<file path="src/rtl/mem_port_arbiter.sv">
// Arbiter sharing one single-ported SRAM between instruction fetch and the memory stage.
// Holds one transaction at a time, drives the SRAM from registers and pulses completion.
module mem_port_arbiter #(
    parameter int unsigned MAX_DATA_BURST = 4
) (
    input  logic        clk,
    input  logic        rst,

    input  logic        inst_req_i,
    input  logic [31:0] inst_addr_i,
    output logic        inst_rvalid_o,
    output logic [31:0] inst_rdata_o,

    input  logic        data_req_i,
    input  logic        data_we_i,
    input  logic [31:0] data_addr_i,
    input  logic [31:0] data_wdata_i,
    input  logic [3:0]  data_sel_i,
    output logic        data_rvalid_o,
    output logic [31:0] data_rdata_o,

    output logic        ram_en_o,
    output logic        ram_we_o,
    output logic [31:0] ram_addr_o,
    output logic [31:0] ram_wdata_o,
    output logic [3:0]  ram_sel_o,
    input  logic        ram_ack_i,
    input  logic [31:0] ram_rdata_i,

    output logic        stall_if_o,
    output logic        stall_mem_o
);

    typedef enum logic [1:0] {StIdle, StBusyI, StBusyD} state_e;

    state_e      state_q, state_d;
    logic [3:0]  streak_q, streak_d;
    logic        ram_we_q, ram_we_d;
    logic [31:0] ram_addr_q, ram_addr_d;
    logic [31:0] ram_wdata_q, ram_wdata_d;
    logic [3:0]  ram_sel_q, ram_sel_d;
    logic        inst_rvalid_q, inst_rvalid_d;
    logic [31:0] inst_rdata_q, inst_rdata_d;
    logic        data_rvalid_q, data_rvalid_d;
    logic [31:0] data_rdata_q, data_rdata_d;

    logic inst_elig, data_elig, burst_hit;

    // A requester in its completion cycle is masked so it cannot be re-granted on stale inputs.
    assign inst_elig = inst_req_i & ~inst_rvalid_q;
    assign data_elig = data_req_i & ~data_rvalid_q;
    assign burst_hit = (streak_q == 4'(MAX_DATA_BURST));

    always_comb begin
        state_d       = state_q;
        streak_d      = streak_q;
        ram_we_d      = ram_we_q;
        ram_addr_d    = ram_addr_q;
        ram_wdata_d   = ram_wdata_q;
        ram_sel_d     = ram_sel_q;
        inst_rvalid_d = 1'b0;
        inst_rdata_d  = inst_rdata_q;
        data_rvalid_d = 1'b0;
        data_rdata_d  = data_rdata_q;

        unique case (state_q)
            StIdle: begin
                if (inst_elig && (!data_elig || burst_hit)) begin
                    state_d     = StBusyI;
                    ram_we_d    = 1'b0;
                    ram_addr_d  = inst_addr_i;
                    ram_wdata_d = '0;
                    ram_sel_d   = 4'b1111;
                    streak_d    = '0;
                end else if (data_elig) begin
                    state_d     = StBusyD;
                    ram_we_d    = data_we_i;
                    ram_addr_d  = data_addr_i;
                    ram_wdata_d = data_wdata_i;
                    ram_sel_d   = data_sel_i;
                    // Only count data grants that actually made a fetch wait.
                    if (inst_elig) begin
                        streak_d = (streak_q == 4'd15) ? streak_q : streak_q + 4'd1;
                    end else begin
                        streak_d = '0;
                    end
                end
            end
            StBusyI: begin
                if (ram_ack_i) begin
                    state_d       = StIdle;
                    inst_rvalid_d = 1'b1;
                    inst_rdata_d  = ram_rdata_i;
                end
            end
            StBusyD: begin
                if (ram_ack_i) begin
                    state_d       = StIdle;
                    data_rvalid_d = 1'b1;
                    data_rdata_d  = ram_we_q ? 32'h0 : ram_rdata_i;
                end
            end
            default: state_d = StIdle;
        endcase
    end

    always_ff @(posedge clk or negedge rst) begin
        if (!rst) begin
            state_q       <= StIdle;
            streak_q      <= '0;
            ram_we_q      <= 1'b0;
            ram_addr_q    <= '0;
            ram_wdata_q   <= '0;
            ram_sel_q     <= '0;
            inst_rvalid_q <= 1'b0;
            inst_rdata_q  <= '0;
            data_rvalid_q <= 1'b0;
            data_rdata_q  <= '0;
        end else begin
            state_q       <= state_d;
            streak_q      <= streak_d;
            ram_we_q      <= ram_we_d;
            ram_addr_q    <= ram_addr_d;
            ram_wdata_q   <= ram_wdata_d;
            ram_sel_q     <= ram_sel_d;
            inst_rvalid_q <= inst_rvalid_d;
            inst_rdata_q  <= inst_rdata_d;
            data_rvalid_q <= data_rvalid_d;
            data_rdata_q  <= data_rdata_d;
        end
    end

    assign ram_en_o      = (state_q != StIdle);
    assign ram_we_o      = ram_we_q;
    assign ram_addr_o    = ram_addr_q;
    assign ram_wdata_o   = ram_wdata_q;
    assign ram_sel_o     = ram_sel_q;
    assign inst_rvalid_o = inst_rvalid_q;
    assign inst_rdata_o  = inst_rdata_q;
    assign data_rvalid_o = data_rvalid_q;
    assign data_rdata_o  = data_rdata_q;
    assign stall_if_o    = inst_req_i & ~inst_rvalid_q;
    assign stall_mem_o   = data_req_i & ~data_rvalid_q;

endmodule

</file>
<file path="config.mk">
export PLATFORM = sky130hd
export DESIGN_NAME = mem_port_arbiter
export DESIGN_NICKNAME = d
export VERILOG_FILES = /design/src/rtl/mem_port_arbiter.sv
export SDC_FILE = /design/constraint.sdc
export NUM_CORES = 1
export LEC_CHECK = 0
export BUFFER_PORTS_ARGS = -buffer_cell sky130_fd_sc_hd__buf_2
export CAP_MARGIN = 0
export CELL_PAD_IN_SITES_DETAIL_PLACEMENT = 0
export CELL_PAD_IN_SITES_GLOBAL_PLACEMENT = 2
export CORE_AREA = 2 2 141 143
export DETAILED_ROUTE_END_ITERATION = 8
export DIE_AREA = 0 0 143 145
export GPL_ROUTABILITY_DRIVEN = 0
export PLACE_DENSITY = 0.83
export SLEW_MARGIN = 20
export SYNTH_ARGS = -nofsm -noshare
export SYNTH_HDL_FRONTEND = slang
export SYNTH_SLANG_ARGS = --single-unit
</file>
<file path="constraint.sdc">
create_clock -name clk -period 4.6 [get_ports clk]
set_input_delay 0.92 -clock clk [delete_from_list [all_inputs] [get_ports clk]]
set_output_delay 0.92 -clock clk [all_outputs]
set_load 0.02 [all_outputs]
</file>
Yosys cells after proc, flatten, opt, wreduce, memory -nomap -nowiden
Index checks and enable logic that the tools add are counted.

cells by class
  muxes and demuxes = 20
  add/subtract/negate cells = 1
  equality and inequality tests = 7
  reductions and logical operators = 12
  bitwise operators = 4

operator list
  kind                   number
  $mux W32               5
  $mux W4                6
  $reduce_and A2 Y1      4
  $mux W2                3
  $ne A3 B3 Y1 const B   2
  $mux W1                5
  $add A4 B1 Y4 const B  1
  $eq A4 B3 Y1 const B   1
  $eq A4 B4 Y1 const B   1
  $pmux W2 S2            1
  $reduce_bool A2 Y1     2
  $reduce_and A3 Y1      1
  $and A1 B1 Y1          2
  $eq A2 B1 Y1 const B   1
  $eq A2 B2 Y1 const B   1
  $logic_not A2 Y1       1
  $ne A2 B1 Y1 const B   1
  $not A1 Y1             2
  $reduce_or A2 Y1       1
  $logic_and A1 B1 Y1    1
  $logic_not A1 Y1       1
  $logic_or A1 B1 Y1     1

word-level totals
  bits of input ports = 138
  output and inout bits = 138
  register bits = 141

Logic depth before layout (Yosys ltp)
Gate-level depths: netlist of the first run.

  word-level depth = 7
  depth in mapped cells = 8
  mapped depth without buffers = 6

Least setup slack after synthesis of the first run
Ideal clock, no wire load.

  kind = input to output
  start point = input data_req_i
  end point = output stall_mem_o
  data arrival time = 1.219 ns
  stages on the path = 2
  slack = 2.461 ns
  cell sequence = nand2b_2 inv_1

between the ends
  word-level cells in the longest chain between the ends = 1

RTL lines
  item           line  text
  from (decl)    14    input logic data_req_i,
  $and A1 B1 Y1  143   assign stall_mem_o = data_req_i & ~data_rvalid_q;
  to (decl)      31    output logic stall_mem_o

Every way passes these cells.

Final worst setup path of the first run
  start point = register ram_we_q (netlist: ram_we_o)
  end point = output ram_we_o

RTL lines
  item                    line  text
  from (decl)             38    logic ram_we_q, ram_we_d;
  from (signal assigned)  122   ram_we_q <= ram_we_d;
  to (decl)               23    output logic ram_we_o,

No word-level cell between the ends.

==> flow_metrics.env, run 1 <==
export IMPL_status="completed"
export IMPL_cts_sinks=141
export IMPL_first_iter_violations=138
export IMPL_first_pass_iters=4
export IMPL_io_pins=276
export IMPL_ctsResizeCount=0
export IMPL_synth_seq_cells=141
export IMPL_cp_data_required_time_ns=3.68
export IMPL_setup_slack_ns=2.08
export IMPL_crit_buf_inv=1
export IMPL_intPower_mw=3.56
export IMPL_r2r_start="streak_q[0]"
export IMPL_hold_violations=0
export IMPL_total_leakage_power_nw=4.06
export IMPL_startpoint_type="flop"
export IMPL_antenna_left=0
export IMPL_min_period_ns=2.52
export IMPL_grt_pass1_vias=4735
export IMPL_seq_power_share=0.357
export IMPL_die_width_um=143
export IMPL_worst_path_stages=1
export IMPL_grt_max_degree=112
export IMPL_dpl_cell_area_mm2=0.00729
export IMPL_powerDensity_mw_per_mm2=748
export IMPL_swShare=0.396
export IMPL_root_buffer="clkbuf_16"
export IMPL_vias_per_cell=4.49
export IMPL_die_h_um=145
export IMPL_dp_hpwl_um=10900
export IMPL_slew_headroom=0.365
export IMPL_port_buffers=275
export IMPL_max_stage_delay_ns=0.89
export IMPL_power_mw=5.89
export IMPL_postSynthCellCount=453
export IMPL_pwr_share_clk=0.220
export IMPL_grt_usage=0.150
export IMPL_dr_total_vias=4489
export IMPL_fp_dieArea_mm2=0.0207
export IMPL_worstSetupPathType="reg2out"
export IMPL_ys_seq_area_frac=0.622
export IMPL_rows=51
export IMPL_drcViolationCount=0
export IMPL_clk_pin_slew_ns=0.06
export IMPL_grt_overflow=0
export IMPL_syn_cell_area_mm2=0.00568
export IMPL_drive_above_1_share=0.474
export IMPL_grt_pass1_wl_um=24700
export IMPL_n_antenna_cell=0
export IMPL_wire_per_inst_um=15.3
export IMPL_h_tree_depth=4
export IMPL_fin_tns_setup_ns=0
export IMPL_setup_viol=0
export IMPL_reg2reg_to="ram_addr_o[16]"
export IMPL_period_share=0.549
export IMPL_clkLatencyLatePin_ns=0.41
export IMPL_rrSetupSlack_ns=2.59
export IMPL_post_place_ws_ns=1.69
export IMPL_critPathSlowestCell="dfrtp_1"
export IMPL_drv_slew=0
export IMPL_critPathMaxFanout=34
export IMPL_crit_family="flip-flops"
export IMPL_syn_avg_cell_area_um2=12.5
export IMPL_holdBufCountCts=0
export IMPL_cts_tree="done"
export IMPL_area_delta_synth_final_pct=38.7
export IMPL_worst_slew_pin_slew_ns=0.949
export IMPL_yosysWarnings=0
export IMPL_cts_buffer_depth=2
export IMPL_wirelength_um=15300
export IMPL_ff2ff_path_depth=6
export IMPL_p_comb_frac=0.423
export IMPL_arrival_ns=1.60
export IMPL_p_sw_mw=2.33
export IMPL_ir_worst_vdd_mv=0.332
export IMPL_yosys_cell_types_count=31
export IMPL_worstSetupStartpoint="ram_we_o"
export IMPL_synth_nets=596
export IMPL_finClkSkew_ns=0.0114
export IMPL_design_core_area_mm2=0.0192
export IMPL_postLayoutCoreUtil=0.410
export IMPL_nets=864
export IMPL_post_cts_buffers=0
export IMPL_fin_area_mm2=0.00788
export IMPL_max_freq_ghz=0.396
export IMPL_hp_class="reg2reg"
export IMPL_rsz0062_at_grt="no"
export IMPL_antenna_found_initial=1
export IMPL_worstSetupEndpoint="ram_we_o"
export IMPL_initial_core_util=0.296
export IMPL_cts_made_buffers=17
export IMPL_maxCapViolations=0
export IMPL_endpoint_kind="output pin"
export IMPL_crit_chain="buf_2"
[per-layer routing]
metal	GRT usage	routed length, um	vias up	part of all wire
met1	0.178	6270	2146	0.41
met4	0.0356	137	2	0.0090
li1	-	-	2156	-
met5	0	7	-	0.00046
met2	0.253	7420	175	0.49
met3	0.0617	1430	10	0.093
[synth_stat cells]
cell type  number  area share
nor3_1          2      0.0018
buf_2          10      0.0088
nand2b_1       32       0.035
and3_4          1      0.0020
clkbuf_1       15      0.0099
inv_1           9      0.0060
o21ai_1         1     0.00088
and3b_1         1      0.0015
buf_6           3      0.0060
nor2_1          4      0.0026
nand4_1         1      0.0011
a221o_1        32       0.056
and2_1         32       0.035
o211a_1         1      0.0018
o22a_1          4      0.0062
inv_2           1     0.00066
o22ai_1         1      0.0011
o32ai_1         1      0.0015
a22o_1         33       0.051
a2bb2oi_1       1      0.0015
buf_1           3      0.0020
nand2b_2        1      0.0015
o21ai_0        39       0.034
dfrtp_1       141        0.62
a21oi_1         3      0.0026
nand2_1        38       0.025
ha_1            5       0.011
nand2b_4        1      0.0024
nand3_1         4      0.0035
mux2_2         32       0.063
nor2b_1         1      0.0011
[logic make-up after synthesis]
group | share of synthesized area
adders and majority gates | 0.0110
AOI/OAI and AO/OA | 0.157
and+or+nand+nor | 0.113
buffers and inverters | 0.0333
DFF | 0.622
muxes | 0.0635
[worst min-delay path by stage]
stage                        to             start  cells past startpoint  slack [ns]
6_report       data_rdata_o[10]  data_rdata_o[10]                      2        0.47
2_1_floorplan       streak_q[0]       streak_q[0]                      1        0.50
5_1_grt        data_rdata_o[13]  data_rdata_o[13]                      2        0.51
3_3_place_gp    data_rdata_o[1]   data_rdata_o[1]                      2        0.46
4_1_cts        data_rdata_o[10]  data_rdata_o[10]                      2        0.48
3_5_place_dp   data_rdata_o[10]  data_rdata_o[10]                      2        0.47
[cell type report]
cell class,count,area (um2)
multi-input cells,271,1980
fillers,1865,11300
inverters,10,37.5
well taps,265,332
clock inverters,11,109
repair buffers,280,1440
clock buffers,21,450
flip-flops and latches,141,3530
[through the flow]
step                      std cells  hold slack, ns
after floorplan                 453           0.500
after global placement          966           0.457
after detailed placement        966           0.466
after CTS                       998           0.480
after global routing            999           0.507
final                           999           0.474
[state kept, by name, indices dropped and copies added (netlist names)]
| name | cells |
|---|---|
| data_rvalid_o | 1 |
| inst_rdata_o | 32 |
| ram_addr_o | 32 |
| state_q | 2 |
| inst_rvalid_o | 1 |
| data_rdata_o | 32 |
| streak_q | 4 |
| ram_we_o | 1 |
| ram_wdata_o | 32 |
| ram_sel_o | 4 |
[power groups by stage]
stage / Clock (mW) / Combinational [mW] / Sequential (mW)
2_1_floorplan: 0 / 0.981 / 2.73
3_3_place_gp: 0 / 2.47 / 2.10
3_5_place_dp: 0 / 2.51 / 2.11
4_1_cts: 1.34 / 2.51 / 2.11
5_1_grt: 1.41 / 2.72 / 2.17
6_report: 1.30 / 2.49 / 2.10
[cells in the final DEF (no fill, tap or decap), types with 2 or more instances in the layout]
cell type,instances
clkbuf_1,3
clkinv_4,4
nand3_1,4
nor2_1,3
nand2_1,37
clkinv_2,2
mux2_2,32
ha_1,5
a22o_1,33
a221o_1,32
buf_4,4
dfrtp_1,141
nor3_1,2
clkbuf_8,2
o21ai_0,39
clkbuf_16,17
o22a_1,4
inv_1,9
and2_1,32
a21oi_1,3
nand2b_1,32
inv_6,3
buf_2,274
Note: power is estimated with default switching activity, not from simulation.
==> inputs of run 2 (changes only) <==
- CORE_AREA: 2 2 141 143 -> 2 2 154 156
- DIE_AREA: 0 0 143 145 -> 0 0 156 158
- PLACE_DENSITY: 0.83 -> 0.74
- clock period: 4.6 -> 2.1 ns (I/O delays scaled with it)
==> flow_metrics.env, run 2 (synthesis results as in run 1) <==
export IMPL_r2r_start="streak_q[0]"
export IMPL_dp_hpwl_um=11500
export IMPL_endpoint_kind="output pin"
export IMPL_grt_usage=0.136
export IMPL_hold_violations=0
export IMPL_hp_class="in2reg"
export IMPL_grt_pass1_vias=4739
export IMPL_fillCellCount=2320
export IMPL_io_pins=276
export IMPL_maxCapViolations=0
export IMPL_dp_cells=998
export IMPL_die_width_um=156
export IMPL_intPower_mw=8.19
export IMPL_reg2reg_to="ram_addr_o[9]"
export IMPL_rrSetupSlack_ns=0.23
export IMPL_dr_total_vias=4570
export IMPL_first_iter_violations=209
export IMPL_antenna_found_initial=0
export IMPL_seq_power_share=0.334
export IMPL_min_period_ns=1.96
export IMPL_antenna_left=0
export IMPL_min_path_cells=2
export IMPL_startpoint_type="flop"
export IMPL_fin_cells=1031
export IMPL_first_pass_iters=4
export IMPL_p_sw_mw=5.26
export IMPL_powerDensity_mw_per_mm2=1660
export IMPL_nets=872
export IMPL_wire_per_inst_um=16.4
export IMPL_grt_use_met3=0.0616
export IMPL_period_share=0.931
export IMPL_finClkSkew_ns=0.0119
export IMPL_cts_sinks=141
export IMPL_worst_slew_pin_slew_ns=0.436
export IMPL_max_freq_ghz=0.511
export IMPL_grt_pass1_wl_um=25700
export IMPL_clk_pin_slew_ns=0.07
export IMPL_initial_core_util=0.246
export IMPL_layout_commonest_cell="buf_2"
export IMPL_power_mw=13.4
export IMPL_cts_made_buffers=17
export IMPL_ff2ff_path_depth=6
export IMPL_die_h_um=158
export IMPL_dpl_cell_area_mm2=0.00743
export IMPL_fin_area_mm2=0.00809
export IMPL_arrival_ns=1.54
export IMPL_top_usage_layer="met2"
export IMPL_rsz0062_at_grt="no"
export IMPL_total_leakage_power_nw=4.14
export IMPL_grt_overflow=0
export IMPL_setup_viol=0
export IMPL_vias_per_cell=4.43
export IMPL_slew_headroom=0.710
export IMPL_wirelength_um=16900
export IMPL_fin_tns_setup_ns=0
export IMPL_critPathMaxFanout=8
export IMPL_swShare=0.391
export IMPL_grt_max_degree=66
export IMPL_rows=56
export IMPL_layout_common_cells="buf_2, dfrtp_1, o21ai_0, nand2_1, a22o_1"
export IMPL_ir_worst_vdd_mv=0.529
export IMPL_cp_data_required_time_ns=1.68
export IMPL_holdPathEnd="ram_wdata_o[30]"
export IMPL_p_comb_frac=0.421
export IMPL_drcViolationCount=0
export IMPL_drive_above_1_share=0.483
export IMPL_worstSetupPathType="reg2out"
export IMPL_h_tree_depth=4
export IMPL_holdCritStartpoint="data_wdata_i[30]"
export IMPL_fp_dieArea_mm2=0.0246
export IMPL_root_buffer="clkbuf_16"
export IMPL_area_delta_synth_final_pct=42.5
export IMPL_design_core_area_mm2=0.0231
export IMPL_port_buffers=275
export IMPL_cts_buffer_depth=2
export IMPL_n_antenna_cell=0
export IMPL_drv_slew=0
export IMPL_pwr_share_clk=0.244
export IMPL_grtUsageMet2=0.232
export IMPL_clkLatencyLatePin_ns=0.42
export IMPL_cts_tree="done"
export IMPL_status="completed"
export IMPL_grt_util_met1=0.152
export IMPL_post_cts_buffers=0
run 2: changes by cell type in the layout (fill, tap and decap cells not counted), moves of 2 or more:
| cell | delta |
|---|---|
| clkbuf_8 | -2 |
| clkinv_2 | -2 |
| bufinv_16 | +3 |
| buf_12 | +5 |
| clkbuf_1 | -3 |
| clkinv_4 | -2 |
| buf_4 | +2 |
| inv_6 | +3 |
run 2: worst max-delay path by stage:
stage	from	end	slack, ns	cells after the start
floorplan	data_rvalid_o	ram_addr_o[10]	0.33	6
global placement	streak_q[0]	ram_addr_o[8]	0.12	6
detailed placement	streak_q[0]	ram_addr_o[9]	0.07	6
CTS	streak_q[0]	ram_addr_o[9]	0.05	6
global route	state_q[0]	ram_en_o	0.03	5
finish	state_q[0]	ram_en_o	0.14	5
run 2: worst max-delay path, stage by stage (launching register included):
cell and delay, ns:
dfrtp_1 0.38, inv_1 0.10, ha_2 0.23, buf_4 0.18, inv_1 0.06, buf_2 0.16
run 2: timing repair:
item,in CTS,in global routing
resized for setup,0,2
endpoints found under the hold margin,33,0
hold buffers,1,0
endpoints found under the setup margin,0,64
run 2: layout make-up:
cell class              count  area (um2)  share of cell area
multi-input cells         272        1990               0.246
repair buffers            287        1540               0.190
clock buffers              17         425              0.0526
clock inverters            14         205              0.0254
inverters                  10        37.5             0.00464
flip-flops and latches    141        3530               0.436
well taps                 290         363              0.0449
run 2: metrics by stage:
step           hold WS (ns)  setup slack [ns]   util
2_1_floorplan         0.124             0.330      -
3_3_place_gp          0.355             0.121  0.322
3_5_place_dp          0.353            0.0678  0.322
4_1_cts               0.197            0.0486  0.350
5_1_grt               0.201            0.0257  0.351
6_report              0.221             0.145  0.351
run 2: power groups by stage:
stage / Sequential [mW] / Combinational, mW / Clock [mW]
final: 4.50 / 5.67 / 3.29
after global routing: 4.66 / 6.19 / 3.52
after CTS: 4.51 / 5.74 / 3.41
after detailed placement: 4.52 / 5.73 / 0
after global placement: 4.53 / 5.68 / 0
after floorplan: 5.99 / 2.15 / 0
run 2: metal layers:
metal	up-vias	part of all wire
li1	2174	-
met1	2196	0.42
met2	188	0.47
met3	12	0.10
met4	0	0.010
met5	-	0
